File: src/rtl/alu24_arbiter.sv
// Round-robin front end that shares one combinational ALU24 between two requesters.
// The issued op is held at the ALU for its settle window, then the result waits on a response channel until accepted.
module alu24_arbiter #(
    parameter int DW         = 24,
    parameter int MUL_CYCLES = 2
) (
    input  logic          clk,
    input  logic          rst_n,

    input  logic          req0_valid,
    output logic          req0_ready,
    input  logic [2:0]    req0_op,
    input  logic [DW-1:0] req0_a,
    input  logic [DW-1:0] req0_b,

    input  logic          req1_valid,
    output logic          req1_ready,
    input  logic [2:0]    req1_op,
    input  logic [DW-1:0] req1_a,
    input  logic [DW-1:0] req1_b,

    output logic [2:0]    alu_op,
    output logic [DW-1:0] alu_a,
    output logic [DW-1:0] alu_b,
    input  logic [DW-1:0] alu_y,
    input  logic          alu_z,

    output logic          rsp_valid,
    input  logic          rsp_ready,
    output logic          rsp_id,
    output logic [DW-1:0] rsp_y,
    output logic          rsp_z
);

    typedef enum logic [1:0] {
        IDLE = 2'd0,
        EXEC = 2'd1,
        RESP = 2'd2
    } state_t;

    localparam logic [2:0]    OP_MUL   = 3'b001;
    localparam int            CW       = (MUL_CYCLES > 1) ? $clog2(MUL_CYCLES) : 1;
    localparam logic [CW-1:0] CNT_LAST = CW'(MUL_CYCLES - 1);

    state_t        state;
    state_t        state_nxt;
    logic          rr;
    logic [CW-1:0] cnt;
    logic          grant0;
    logic          grant1;
    logic          grant_any;
    logic          exec_done;

    // MUL needs MUL_CYCLES edges in EXEC before the ALU output is trusted.
    function automatic logic op_done(input logic [2:0] op, input logic [CW-1:0] c);
        return (op != OP_MUL) || (c == CNT_LAST);
    endfunction

    always_comb begin
        grant0 = req0_valid & (~req1_valid | ~rr);
        grant1 = req1_valid & (~req0_valid | rr);
    end

    assign grant_any  = grant0 | grant1;
    assign exec_done  = op_done(alu_op, cnt);
    // Gated by rst_n so no request is acknowledged while reset is asserted.
    assign req0_ready = rst_n & (state == IDLE) & grant0;
    assign req1_ready = rst_n & (state == IDLE) & grant1;

    always_comb begin
        state_nxt = state;
        case (state)
            IDLE:    if (grant_any) state_nxt = EXEC;
            EXEC:    if (exec_done) state_nxt = RESP;
            RESP:    if (rsp_ready) state_nxt = IDLE;
            default: state_nxt = IDLE;
        endcase
    end

    always_ff @(posedge clk or negedge rst_n) begin
        if (!rst_n) begin
            state     <= IDLE;
            rr        <= 1'b0;
            cnt       <= '0;
            rsp_valid <= 1'b0;
        end else begin
            state <= state_nxt;
            case (state)
                IDLE: begin
                    if (grant_any) begin
                        rr  <= ~grant1;
                        cnt <= '0;
                    end
                end
                EXEC: begin
                    if (exec_done) rsp_valid <= 1'b1;
                    else           cnt       <= cnt + CW'(1);
                end
                RESP: begin
                    if (rsp_ready) rsp_valid <= 1'b0;
                end
                default: ;
            endcase
        end
    end

    // Operand and result registers: alu_* frozen from grant until the next grant.
    always_ff @(posedge clk or negedge rst_n) begin
        if (!rst_n) begin
            alu_op <= '0;
            alu_a  <= '0;
            alu_b  <= '0;
            rsp_id <= 1'b0;
            rsp_y  <= '0;
            rsp_z  <= 1'b0;
        end else begin
            if ((state == IDLE) && grant_any) begin
                alu_op <= grant1 ? req1_op : req0_op;
                alu_a  <= grant1 ? req1_a  : req0_a;
                alu_b  <= grant1 ? req1_b  : req0_b;
                rsp_id <= grant1;
            end
            if ((state == EXEC) && exec_done) begin
                rsp_y <= alu_y;
                rsp_z <= alu_z;
            end
        end
    end

endmodule

File: config.mk
export PLATFORM = sky130hd
export DESIGN_NAME = alu24_arbiter
export DESIGN_NICKNAME = d
export VERILOG_FILES = /design/src/rtl/alu24_arbiter.sv
export SDC_FILE = /design/constraint.sdc
export NUM_CORES = 1
export LEC_CHECK = 0
export CORE_MARGIN = 5
export CORE_UTILIZATION = 37
export CTS_CLUSTER_DIAMETER = 60
export CTS_CLUSTER_SIZE = 40
export DETAILED_ROUTE_END_ITERATION = 16
export GPL_ROUTABILITY_DRIVEN = 0
export HOLD_SLACK_MARGIN = 0.06
export PLACE_DENSITY_LB_ADDON = 0.15
export SETUP_SLACK_MARGIN = 0.3
export SLEW_MARGIN = 20
export SYNTH_ARGS = -nofsm -noshare
export SYNTH_HDL_FRONTEND = slang
export SYNTH_SLANG_ARGS = --single-unit
export TNS_END_PERCENT = 50
File: constraint.sdc
create_clock -name clk -period 1.7 [get_ports clk]
set_input_delay 0.34 -clock clk [delete_from_list [all_inputs] [get_ports clk]]
set_output_delay 0.34 -clock clk [all_outputs]
set_load 0.005 [all_outputs]
==> flow_metrics.tcl <==
set metrics [dict create \
    status "finished with violations" \
    violations "setup timing" \
    hold_buffers 0 \
    fin_tns_setup_ns -0.5123 \
    max_cap_violations 0 \
    ant_nets 0 \
    cpMostUsedCell "buf_6" \
    portBuffers 211 \
    drt_wl_total_um 11770 \
    slew_viol_final 0 \
    synth.top_cell.area_share_pct 59.42 \
    num_rows 35 \
    setup_ws_ns -0.04719 \
    drc 0 \
    timing.rr.start "state[1]$_DFFE_PN0P_" \
    peakVddDrop_v 0.0007478 \
    htree_levels 3 \
    vias_per_cell 5.273 \
    syn_inst 255 \
    end_kind "flip-flop" \
    clk_pin_slew_ns 0.09 \
    crit_slowest_cell "dfrtp_2" \
    intPower_mw 7.029 \
    met2_usage_pct 33.18 \
    power_density_nw_per_um2 1640 \
    p_comb_share_pct 51.2 \
    regArea_sq_um 2054 \
    clk_latency_ns 0.34 \
    reg2regPathDepth 7 \
    period_share_pct 102.8 \
    top_usage_layer "met2" \
    n_fill_cell 728 \
    clkSinkCount 82 \
    wire_per_inst_um 19.38 \
    timing_worst_setup_path_type "reg2reg" \
    grt-ovfl-total 0 \
    worstPathCellList "buf_6 > buf_6 > buf_6 > nand2b_4 > nor2_4 > clkbuf_16 > mux2_4" \
    hpwl_um 7996 \
    startpoint_type "flip-flop" \
    dieArea_sq_um 11370 \
    grt_pass1_vias 3436 \
    drt_iter0_markers 144 \
    synth.avg_cell_area_sq_um 13.54 \
    synthTopCellsByArea "dfrtp_1 59%, a221o_1 15%, and3_1 9.6%, mux2_2 8.2%, buf_6 1.6%" \
    cp_data_required_time_ns 1.94 \
    core_sq_um 9153 \
    area_growth_pct 80.83 \
    tritoncts "built" \
    worstMarginPinSlew_ns 0.4638 \
    fp.dieH_um 106.6 \
    use_met1_pct 25.18 \
    period_minus_slack_ns 1.747 \
    cp_max_fo 7 \
    leakagePower_nw 3.025 \
    multiInputGateArea_sq_um 1410 \
    grt_max_degree 83 \
    num_vias 3201 \
    numCtsBuffers 9 \
    reg2reg_to "rsp_y[11]$_DFFE_PN0P_" \
    grt_pass1_wl_um 17920 \
    p_clk_share_pct 14.9 \
    setup_viol 25 \
    power.total_mw 10.24 \
    synthesis.nets 387 \
    synth_warnings 0 \
    groute.layer.met3.usage_pct 5.418 \
    initial_utilization_pct 37.73 \
    drive_gt1_share_pct 17.94 \
    cts_buffer_depth 2 \
    grt_usage_pct 20.01 \
    finalHoldViolCount 0 \
    swShare_pct 31.35 \
    antenna_found_initial 0 \
    synth_cell_type_count 23 \
    diodes 0 \
    synth_area_leader_cell "dfrtp_1" \
    relSlewSlack_pct 69.08 \
    die_w_um 106.6 \
    synth_seq_cells 82 \
    dr.pass1.iters 4 \
    io_pins 212 \
    max_freq_ghz 0.5723 \
    cp.arrival_ns 1.98 \
    rrSetupSlack_ns -0.05 \
    dp_cells 570 \
    pre_cts_ws_ns -0.3793 \
    instances_no_fill 607 \
    grt_setup_unrepaired "yes" \
    holdWs_ns 0.03370 \
    hp-class "in2async" \
    syn_area_sq_um 3453 \
    cts_root_buffer "clkbuf_8" \
    power_switching_mw 3.210 \
    yosysSeqAreaShare_pct 59.42 \
    cp-startpoint "state[1]$_DFFE_PN0P_" \
    seqPwrFrac_pct 33.9 \
    skew_ns 0.01360 \
    slowest_delay_ns 0.42 \
    layout.nets 623 \
]
[state kept, by name (all words and copies together), names as in the netlist]
register and flops:
cnt 1, state 2, rsp_id 1, rsp_y 24, rsp_valid 1, alu_b 24
alu_op 3, alu_a 24, rr 1, rsp_z 1
[routing by layer]
metal,wire (um),vias up
met5,0,-
met3,956,17
met4,207,0
li1,-,1470
met2,5620,148
met1,4982,1566
[worst max path at each step]
stage,slack (ns),depth (start not counted),endpoint
after floorplan,0.26,5,req0_ready
after global placement,-0.37,4,req1_ready
after detailed placement,-0.38,4,req1_ready
after CTS,-0.007,5,req0_ready
after global routing,-0.07,7,rsp_y[11]$_DFFE_PN0P_
final,-0.05,7,rsp_y[11]$_DFFE_PN0P_
[timing repair]
action / CTS / global route
buffers inserted: 16 / 2
resized for setup: 119 / 7
gates cloned: 0 / 3
endpoints found under the setup margin: 157 / 86
pin swaps: 6 / 1
[synthesized netlist by cell type]
cell type and instances:
a21bo_2 1, a21o_1 1, a21oi_1 2, a221o_1 51
and2_1 1, and3_1 53, buf_2 1, buf_4 2
buf_6 5, clkbuf_1 15, dfrtp_1 82, inv_1 1
mux2_2 25, nand2_1 3, nand2b_1 3, nand3b_1 2
nor2_1 1, nor2_2 1, nor3b_2 1, nor4b_4 1
o21ai_0 1, o21ai_1 1, o22ai_1 1
[worst max-delay path, delay by kind of cell (launching register included)]
kind / cells / cell delay (ns)
multiplexers: 1 / 0.31
AND/OR/NAND/NOR: 2 / 0.35
flip-flops: 1 / 0.42
buffers and inverters: 4 / 0.57
[power by group through the flow]
stage	Sequential [mW]	Clock [mW]	Combinational [mW]
after floorplan	3.57	0	2.06
after global placement	3.50	0	4.95
after detailed placement	3.53	0	5.06
after CTS	3.46	1.57	5.06
after global routing	3.60	1.65	5.62
final	3.47	1.52	5.25
[cell usage in the layout, fill, tap and decap left out, types with 4 or more instances in the layout]
cell             Yosys  layout
clkdlybuf4s50_1      0     129
dfrtp_1             82      80
dlygate4sd2_1        0      75
and3_1              53      52
a221o_1             51      51
mux2_4               0      25
buf_4                2      23
clkbuf_8             0       9
buf_6                5       8
buf_12               0       6
clkdlybuf4s15_1      0       4
[area by class of cell]
class | count | area share [%]
clock buffer | 12 | 2.164
clock inverter | 4 | 1.222
inverter | 1 | 0.06011
multi-input combinational | 149 | 22.58
sequential | 82 | 32.90
tap | 111 | 2.224
timing repair buffer | 248 | 38.85
[metrics by stage]
step	util, %	instance area (sq um)
after global routing	68.23	6245
after global placement	63.40	5803
after detailed placement	63.40	5803
after CTS	67.19	6150
final	68.23	6245
after floorplan	-	3495
[logic make-up (layout without fill, tap and decap cells)]
family | count (synthesis) | in the layout | share of synthesized area (%)
AO/OA/AOI/OAI | 58 | 58 | 16.05
buffers and inverters | 24 | 265 | 3.949
flip-flops | 82 | 82 | 59.42
multiplexers | 25 | 25 | 8.152
AND/OR/NAND/NOR | 66 | 66 | 12.43
Note: power is estimated with default switching activity, not from simulation.
